==> src/rtl/dispatch_vrp.sv <==
`default_nettype none
// +--------------------------------------------------------------------------+
// | dispatch_vrp: 1-to-WIDTH valid/ready dispatcher, 2-entry buffer per port. |
// | Rev 1.0                                                                  |
// +--------------------------------------------------------------------------+
module dispatch_vrp #(
  parameter int MODE       = 0,
  parameter int WIDTH      = 4,
  parameter int PLD_WIDTH  = 32,
  parameter int DEST_WIDTH = (WIDTH > 1) ? $clog2(WIDTH) : 1
) (
  input  logic                              clk,
  input  logic                              rst,
  input  logic                              vld_s,
  output logic                              rdy_s,
  input  logic [PLD_WIDTH-1:0]              pld_s,
  input  logic [DEST_WIDTH-1:0]             dest_s,
  output logic [WIDTH-1:0]                  v_vld_m,
  input  logic [WIDTH-1:0]                  v_rdy_m,
  output logic [WIDTH-1:0][PLD_WIDTH-1:0]   v_pld_m,
  output logic                              drop_o,
  output logic [DEST_WIDTH-1:0]             rr_ptr_o
);

  localparam bit RR = (MODE == 1);

  logic [WIDTH-1:0]      full;
  logic [WIDTH-1:0]      push;
  logic [WIDTH-1:0]      pop;
  logic [DEST_WIDTH-1:0] rr_ptr_q, rr_ptr_d;
  logic [DEST_WIDTH-1:0] rr_tgt;
  logic [DEST_WIDTH-1:0] sel;
  logic                  rr_found;
  logic                  dest_ok;
  logic                  tgt_ok;
  logic                  accept;
  logic                  drop_q, drop_d;

  // Readiness looks only at registered fill levels, never at v_rdy_m.
  always_comb begin
    dest_ok  = 32'(dest_s) < 32'(WIDTH);
    rr_found = 1'b0;
    rr_tgt   = '0;
    for (int k = 0; k < WIDTH; k++) begin
      if (!rr_found && !full[DEST_WIDTH'((int'(rr_ptr_q) + k) % WIDTH)]) begin
        rr_found = 1'b1;
        rr_tgt   = DEST_WIDTH'((int'(rr_ptr_q) + k) % WIDTH);
      end
    end

    if (RR) begin
      sel    = rr_tgt;
      tgt_ok = rr_found;
      rdy_s  = ~rst & rr_found;
    end else begin
      sel    = dest_s;
      tgt_ok = dest_ok;
      rdy_s  = ~rst & (~dest_ok | ~full[dest_s]);
    end

    accept   = vld_s & rdy_s;
    drop_d   = accept & ~RR & ~dest_ok;
    rr_ptr_d = rr_ptr_q;
    if (RR && accept) begin
      rr_ptr_d = (32'(rr_tgt) == 32'(WIDTH - 1)) ? '0 : rr_tgt + 1'b1;
    end
  end

  always_ff @(posedge clk) begin
    if (rst) begin
      rr_ptr_q <= '0;
      drop_q   <= 1'b0;
    end else begin
      rr_ptr_q <= rr_ptr_d;
      drop_q   <= drop_d;
    end
  end

  assign drop_o   = drop_q;
  assign rr_ptr_o = rr_ptr_q;

  for (genvar i = 0; i < WIDTH; i++) begin : g_port
    logic [1:0]           cnt_q, cnt_d;
    logic [PLD_WIDTH-1:0] head_q, head_d;
    logic [PLD_WIDTH-1:0] tail_q, tail_d;

    assign full[i]    = (cnt_q == 2'd2);
    assign pop[i]     = (cnt_q != 2'd0) & v_rdy_m[i];
    assign push[i]    = accept & tgt_ok & (sel == DEST_WIDTH'(i));
    assign v_vld_m[i] = (cnt_q != 2'd0);
    assign v_pld_m[i] = head_q;

    // Head is entry 0; a pop shifts the tail forward before any write lands.
    always_comb begin
      head_d = head_q;
      tail_d = tail_q;
      cnt_d  = cnt_q + {1'b0, push[i]} - {1'b0, pop[i]};
      if (pop[i]) begin
        head_d = tail_q;
      end
      if (push[i]) begin
        if (cnt_q == 2'd0 || (cnt_q == 2'd1 && pop[i])) begin
          head_d = pld_s;
        end else begin
          tail_d = pld_s;
        end
      end
    end

    always_ff @(posedge clk) begin
      if (rst) begin
        cnt_q  <= 2'd0;
        head_q <= '0;
        tail_q <= '0;
      end else begin
        cnt_q  <= cnt_d;
        head_q <= head_d;
        tail_q <= tail_d;
      end
    end
  end

endmodule
`default_nettype wire

==> config.mk <==
export PLATFORM = sky130hd
export DESIGN_NAME = dispatch_vrp
export DESIGN_NICKNAME = d
export VERILOG_FILES = /design/src/rtl/dispatch_vrp.sv
export SDC_FILE = /design/constraint.sdc
export NUM_CORES = 1
export LEC_CHECK = 0
export ABC_CLOCK_PERIOD_IN_PS = 6250
export CORE_ASPECT_RATIO = 1.4
export CORE_UTILIZATION = 55
export DETAILED_ROUTE_END_ITERATION = 10
export PLACE_DENSITY = 0.78
export SLEW_MARGIN = 20
export SYNTH_ARGS = -nofsm -noshare
export SYNTH_HDL_FRONTEND = slang
export SYNTH_SLANG_ARGS = --single-unit
==> constraint.sdc <==
create_clock -name clk -period 6.25 [get_ports clk]
set_input_delay 1.5625 -clock clk [delete_from_list [all_inputs] [get_ports clk]]
set_output_delay 1.5625 -clock clk [all_outputs]
set_load 0.02 [all_outputs]
* Yosys cells after proc, flatten, opt, wreduce, memory -nomap -nowiden
Index checks and enable logic that the tools add are counted.
Word-level totals: flip-flop bits (word level) 264, bits of input ports 41, output and inout port bits 136, logic and storage cells 83
Cells by class: add/sub/neg operators 8, order comparisons 1, equal/unequal tests 11, multiplexer cells 14, bitwise logic cells 16, reduce and logical (&&, ||, !) cells 21
Operators by type and width (count):
- $mux W32 | 12
- $eq A2 B2 Y1 const B | 6
- $and A1 B1 Y1 | 10
- $eq A2 B1 Y1 const B | 5
- $logic_not A2 Y1 | 5
- $add A2 B1 Y2 | 4
- $reduce_and A2 Y1 | 4
- $reduce_bool A2 Y1 | 4
- $sub A2 B1 Y2 | 4
- $not A1 Y1 | 6
- $logic_and A1 B1 Y1 | 4
- $logic_or A1 B1 Y1 | 4
- $lt A2 B3 Y1 const B | 1
- $bmux W1 S2 | 1
- $mux W1 | 1

* Longest topological paths before layout
Gate-level depths: netlist of run 1.
depth after elaboration 9, gate-level depth with buffers 8

* Worst setup path before layout of run 1
Ideal clock, no wire load.
path kind input port to output port, start in dest_s[0], end out rdy_s, data arrival time 2.785 ns, data required time 4.688 ns, setup slack 1.903 ns, stages on the path 7, path buffers 4, path through buf_6 -> nand2b_4 -> o22a_1 -> clkbuf_1 -> buf_2 -> buf_2 -> o311a_1
On the way: cells in the longest elaborated chain, start to end 4
RTL lines:
- start: declaration | RTL line 17 | input logic [DEST_WIDTH-1:0] dest_s,
- $bmux W1 S2 | RTL line 58 | rdy_s = ~rst & (~dest_ok | ~full[dest_s]);
- $mux W1 (not written as such) | RTL line 58
- $not A1 Y1 | RTL line 58
- $and A1 B1 Y1 | RTL line 58
- end: declaration | RTL line 15 | output logic rdy_s,
No other way between the ends. The select of a mux whose other input is x is not followed.

* Worst setup path after layout of run 1
start in dest_s[1], end out rdy_s
Same word-level chain as after synthesis.

==> metrics.csv, run 1 <==
metric;value;unit
diodes;0;
cp_max_fo;10;
cts_buffers;24;
via_count;10038;
design_area;13830;µm²
hp-class;flip-flop to flip-flop;
drtPass1Iterations;5;
worstHoldStart;g_port[3].tail_q[25];
synth.top_cell.area_share;0.4574;
layout-drive-gt1-share;0.1120;
row_count;62;
first_global_vias;9245;
setup_tns;0;ns
gp_congestion;0.8373;
synth_seq_area_share;0.4574;
syn_area;11550;µm²
whs_endpoint;g_port[3].tail_q[25];
ir_drop;0.3801;mV
outcome;finished, final reports clean;
critPathCaptureType;output port;
fmax;199.7;MHz
cts_resized;0;
hold_viol;0;
wl;31210;µm
crit_arrival;3.44;ns
nNetsFinal;1475;
dp_hpwl;18830;µm
initial_core_util;0.5620;
rsz0062_at_grt;no;
drv_slew;0;
dp_cells;1660;
tightest_slew;1.042;ns
p_sw;1.493;mW
grt_pass1_wl;49290;µm
cts_tree;yes;
num_io_pins;177;
stdcell_count;1703;
initialDrtViolationCount;1046;
finalCritPeriodShare;0.8012;
avgSynthCellArea;8.458;µm²
start_kind;primary input;
syn_inst;1366;
required;4.69;ns
power.density;329.6;nW/µm²
root_buffer;clkbuf_16;
pwr-share-seq;0.410;
worst-r2r-setup-slack;4.09;ns
skew;0.01474;ns
grt_max_degree;140;
path_clk_slew;0.06;ns
leakage;4.710;nW
area.growth.synth_to_final;19.67;%
cts_setup_buffers;0;
cts_hold_buf;0;
p_sw_frac;0.3277;
ys_ff_latch;264;
p_clk_frac;0.338;
ys_types;40;
grt-ovfl-total;0;
hold_depth;2;
cts_htree_levels;1;
synth.area.top_cells;dfxtp_1 (46%), a311oi_2 (11%), nand2_1 (11%);
cap_viol_max_count;0;
io_buffers;173;
timing.rr.start;g_port[2].cnt_q[1];
r2r-end;g_port[2].cnt_q[1];
die_w;124.5;µm
max_slew_margin;0.3052;
clk_latency;0.53;ns
worstSetupPathType;primary input to output port;
setup_violations;0;
grt_antenna_before_repair;0;
fp.dieArea;21600;µm²
ant_nets;0;
intPower;3.064;mW
min_period;5.007;ns
wire_per_inst;18.33;µm
postPlaceCellArea;13010;µm²
clockBufferDepth;3;
drc;0;
ys.warnings.count;0;
die_h;173.5;µm
reg2regPathDepth;8;
grt_use_total;0.2798;
yosysTopAreaCell;dfxtp_1;
cts.sink_count;264;
power_frac_comb;0.252;
core_area;20560;µm²
via_per_inst;5.894;
[layout by cell type, fill, tap and decap left out, types with 5 or more instances in the layout]
master and count:
dfxtp_1 264, inv_1 10, clkdlybuf4s50_1 172, clkbuf_1 6, nor2_1 167, buf_4 19, a21oi_1 97, mux2i_1 32
a311oi_1 42, o21ai_0 65, nor2b_1 5, nand3_1 65, clkbuf_16 24, a311oi_2 86, nand2_1 324
[layer usage]
layer	GRT usage	wire length, µm
met5	0	0
met4	0.1401	1539
met3	0.02747	1470
met2	0.4832	15580
met1	0.3461	12620
[cells in the mapped netlist, drive strengths merged]
cell type and n:
a211o 2, a211oi 1, a21oi 97, a311oi 128, a31oi 3, and4bb 2
buf 49, clkbuf 107, conb 1, dfxtp 264, ha 4, inv 10
mux2i 32, nand2 324, nand2b 6, nand3 65, nand4 2, nand4b 3
nand4bb 1, nor2 167, nor2b 5, nor3 2, nor3b 2, o21a 3
o21ai 67, o22a 1, o22ai 1, o311a 1, or2 4, or3 1
or4 2, or4b 1, xnor2 4, xor2 4
[worst max-delay path, cell delays in order]
cell and delay (ns):
clkdlybuf4s50_1 0.72, nand2b_4 0.25, o22a_2 0.17, o311a_1 0.15, clkdlybuf4s50_1 0.60
[state kept, by name, indices dropped and copies added, names as in the netlist]
| name | cells |
|---|---|
| g_port.cnt_q | 8 |
| g_port.head_q | 128 |
| g_port.tail_q | 128 |
[cell type report]
type                            count  area (µm²)
Clock inverter                     12       178.9
Fill cell                        1673        6731
Timing Repair Buffer              192        1879
Multi-Input combinational cell    938        5488
Sequential cell                   264        5285
Tap cell                          256       320.3
Inverter                           10       37.54
Clock buffer                       31       636.9
[cell families after synthesis]
family / count (synthesis) / synth area share
AOI/OAI and AO/OA: 304 / 0.2235
xor gates and xnor gates: 8 / 0.006064
adders and majority gates: 4 / 0.004332
buffers and inverters: 166 / 0.07028
DFF: 264 / 0.4574
muxes: 32 / 0.02772
other: 1 / 0.0003246
and+or+nand+nor: 587 / 0.2103
[worst max path at each step]
stage	end	slack [ns]	depth (start not counted)	startpoint
after floorplan	rdy_s	1.90	7	dest_s[0]
after global placement	rdy_s	1.30	5	dest_s[1]
after detailed placement	rdy_s	1.28	5	dest_s[1]
after CTS	rdy_s	1.26	5	dest_s[1]
after global routing	rdy_s	1.18	5	dest_s[1]
final	rdy_s	1.24	5	dest_s[1]
[power by group through the flow]
stage	clock network [mW]	registers, mW	logic [mW]
floorplan	0	1.96	0.673
global placement	0	1.90	1.12
detailed placement	0	1.90	1.14
CTS	1.56	1.87	1.14
global route	1.62	1.88	1.23
finish	1.54	1.87	1.15
[per-stage QoR]
step                      worst slack [ns]  hold slack (ns)  utilization  total power, mW
final                                1.243           0.4553       0.6726            4.557
after global placement               1.299           0.4422       0.6328            3.026
after detailed placement             1.278           0.4472       0.6328            3.040
after floorplan                      1.903           0.4366            -            2.631
after global routing                 1.184           0.4714       0.6726            4.729
after CTS                            1.261           0.4565       0.6725            4.573
Power figures use the tool's default switching activity.
==> run 2: changes to the inputs <==
--- a/config.mk
+++ b/config.mk
@@ -5,11 +5,11 @@
 export SDC_FILE = /design/constraint.sdc
 export NUM_CORES = 1
 export LEC_CHECK = 0
-export ABC_CLOCK_PERIOD_IN_PS = 6250
+export ABC_CLOCK_PERIOD_IN_PS = 4600
 export CORE_ASPECT_RATIO = 1.4
-export CORE_UTILIZATION = 55
+export CORE_UTILIZATION = 49
 export DETAILED_ROUTE_END_ITERATION = 10
-export PLACE_DENSITY = 0.78
+export PLACE_DENSITY = 0.73
 export SLEW_MARGIN = 20
 export SYNTH_ARGS = -nofsm -noshare
 export SYNTH_HDL_FRONTEND = slang
==> constraint.sdc (replaced) <==
create_clock -name clk -period 4.6 [get_ports clk]
set_input_delay 1.15 -clock clk [delete_from_list [all_inputs] [get_ports clk]]
set_output_delay 1.15 -clock clk [all_outputs]
set_load 0.02 [all_outputs]
==> run 2 against run 1 <==
Register-to-register slack worse by 1.7 ns. Hold slack hardly changed. First-iteration DRC count is 38% lower. Die area is 12% higher. Critical path depth stayed put. Sequential cell count stayed put. Clock power is 39% higher. Cell area is 0.85% higher. Combinational power is 36% higher.
==> metrics.csv, run 2 (synthesis gave the netlist of run 1 again) <==
metric;value;unit;change
outcome;finished, final reports clean;;unchanged
clk_latency;0.52;ns;was 0.53 ns
max_slew_margin;0.2773;;was 0.3052
gp_congestion;0.8408;;was 0.8373
grt_antenna_before_repair;0;;unchanged
ant_nets;0;;unchanged
setup_violations;0;;unchanged
fill_cells;2051;;was 1673
hold_viol;0;;unchanged
nNetsFinal;1479;;was 1475
cts.sink_count;264;;unchanged
diodes;0;;unchanged
post-route-util;0.6009;;was 0.6726
final_common_cell;nand2_1;;unchanged
skew;0.01500;ns;was 0.01474 ns
cts_hold_buf;0;;unchanged
fp.dieArea;24210;µm²;was 21600 µm²
reg_top3;g_port.head_q: 128 flops, g_port.tail_q: 128 flops, g_port.cnt_q: 8 flops;;unchanged
min_period;4.146;ns;
wl;31880;µm;was 31210 µm
cts_htree_levels;1;;unchanged
num_io_pins;177;;unchanged
power.density;448.0;nW/µm²;was 329.6 nW/µm²
finalCritPeriodShare;0.9012;;
crit_arrival;3.00;ns;was 3.44 ns
fmax;241.2;MHz;
cts_setup_buffers;0;;unchanged
die_w;131.8;µm;was 124.5 µm
root_buffer;clkbuf_16;;unchanged
worstHoldStart;g_port[3].tail_q[21];;was g_port[3].tail_q[25]
die_h;183.7;µm;was 173.5 µm
power_frac_comb;0.250;;was 0.252
critPathLaunch;dest_s[1];;unchanged
pwr-share-seq;0.407;;was 0.410
hold_depth;2;;unchanged
cts_buffers;26;;was 24
rsz0062_at_grt;no;;unchanged
wire_per_inst;18.12;µm;was 18.33 µm
drtPass1Iterations;7;;was 5
leakage;4.747;nW;was 4.710 nW
cp_max_fo;10;;unchanged
reg2regPathDepth;8;;unchanged
worstSetupPathType;primary input to output port;;unchanged
via_per_inst;5.738;;was 5.894
p_clk_frac;0.343;;was 0.338
whs_endpoint;g_port[3].tail_q[21];;was g_port[3].tail_q[25]
clockBufferDepth;3;;unchanged
first_global_vias;9407;;was 9245
initialDrtViolationCount;649;;was 1046
via_count;10093;;was 10038
required;3.45;ns;was 4.69 ns
whs;0.4556;ns;was 0.4553 ns
p_sw_frac;0.3258;;was 0.3277
setup_tns;0;ns;unchanged
ir_drop;0.4781;mV;was 0.3801 mV
grt_max_degree;78;;was 140
layout-drive-gt1-share;0.1136;;was 0.1120
io_buffers;173;;unchanged
grt_use_total;0.2595;;was 0.2798
core_area;23200;µm²;was 20560 µm²
timing.rr.start;g_port[2].cnt_q[1];;unchanged
cts_resized;0;;unchanged
tightest_slew;1.084;ns;was 1.042 ns
grt-ovfl-total;0;;unchanged
multi_input_area;5488;µm²;unchanged
area.growth.synth_to_final;20.68;%;was 19.67%
r2r-end;g_port[2].cnt_q[1];;unchanged
dp_hpwl;19640;µm;was 18830 µm
path_clk_slew;0.06;ns;about the same
cap_viol_max_count;0;;unchanged
start_kind;primary input;;unchanged
p_sw;2.035;mW;was 1.493 mW
intPower;4.211;mW;was 3.064 mW
seq_area;5285;µm²;unchanged
drc;0;;unchanged
row_count;66;;was 62
cts_tree;yes;;unchanged
layout_common_cells;nand2_1 (324), dfxtp_1 (264), clkdlybuf4s50_1 (172);;unchanged
drv_slew;0;;unchanged
hp-class;flip-flop to flip-flop;;unchanged
worst-r2r-setup-slack;2.40;ns;was 4.09 ns
grt_pass1_wl;50510;µm;was 49290 µm
initial_core_util;0.4979;;was 0.5620
critPathCaptureType;output port;;unchanged
-- run 2: changes by cell type in the layout (fill, tap and decap cells not counted), sizes merged --
| cell | before | now |
|---|---|---|
| bufinv | 4 | 2 |
| clkinvlp | 3 | 1 |
| clkinv | 5 | 3 |
| buf | 20 | 22 |
| inv | 10 | 11 |
| clkbuf | 31 | 40 |
-- run 2: routing by layer --
| metal | vias to the layer above | wire [µm] | GRT usage |
|---|---|---|---|
| met4 | 0 | 1360 | 0.1233 |
| met3 | 69 | 1676 | 0.02867 |
| met5 | - | 0 | 0 |
| met2 | 330 | 16130 | 0.4648 |
| met1 | 4886 | 12710 | 0.3093 |
| li1 | 4808 | - | - |
-- run 2: through the flow --
stage / instance area (µm²) / power [mW] / instances / worst slack, ns
2_1_floorplan: 11560 / 3.574 / 1368 / 1.078
3_3_place_gp: 13090 / 4.132 / 1712 / 0.4920
3_5_place_dp: 13090 / 4.154 / 1712 / 0.4628
4_1_cts: 13940 / 6.280 / 1759 / 0.4598
5_1_grt: 13940 / 6.495 / 1759 / 0.3685
6_report: 13940 / 6.246 / 1759 / 0.4544
-- run 2: layout make-up --
class                      instances  share of cell area
clock buffer                      40             0.05483
clock inverter                     7            0.006551
inverter                          10            0.002692
multi-input combinational        938              0.3936
sequential                       264              0.3790
tap                              306             0.02746
timing repair buffer             194              0.1359
-- run 2: worst max path at each step --
| stage | to | cells after the start | slack [ns] |
|---|---|---|---|
| floorplan | rdy_s | 7 | 1.08 |
| global placement | rdy_s | 5 | 0.49 |
| detailed placement | rdy_s | 5 | 0.46 |
| CTS | rdy_s | 5 | 0.46 |
| global route | rdy_s | 5 | 0.37 |
| finish | rdy_s | 5 | 0.45 |
-- run 2: worst max-delay path, stage by stage --
cell and delay (ns):
clkdlybuf4s50_1 0.70, nand2b_4 0.24, o22a_2 0.16, o311a_1 0.14
clkdlybuf4s50_1 0.60
-- run 2: power groups by stage --
stage	sequential (mW)	clock (mW)	combinational [mW]
floorplan	2.66	0	0.914
global placement	2.59	0	1.54
detailed placement	2.59	0	1.57
CTS	2.54	2.17	1.57
global route	2.56	2.26	1.67
finish	2.54	2.14	1.56
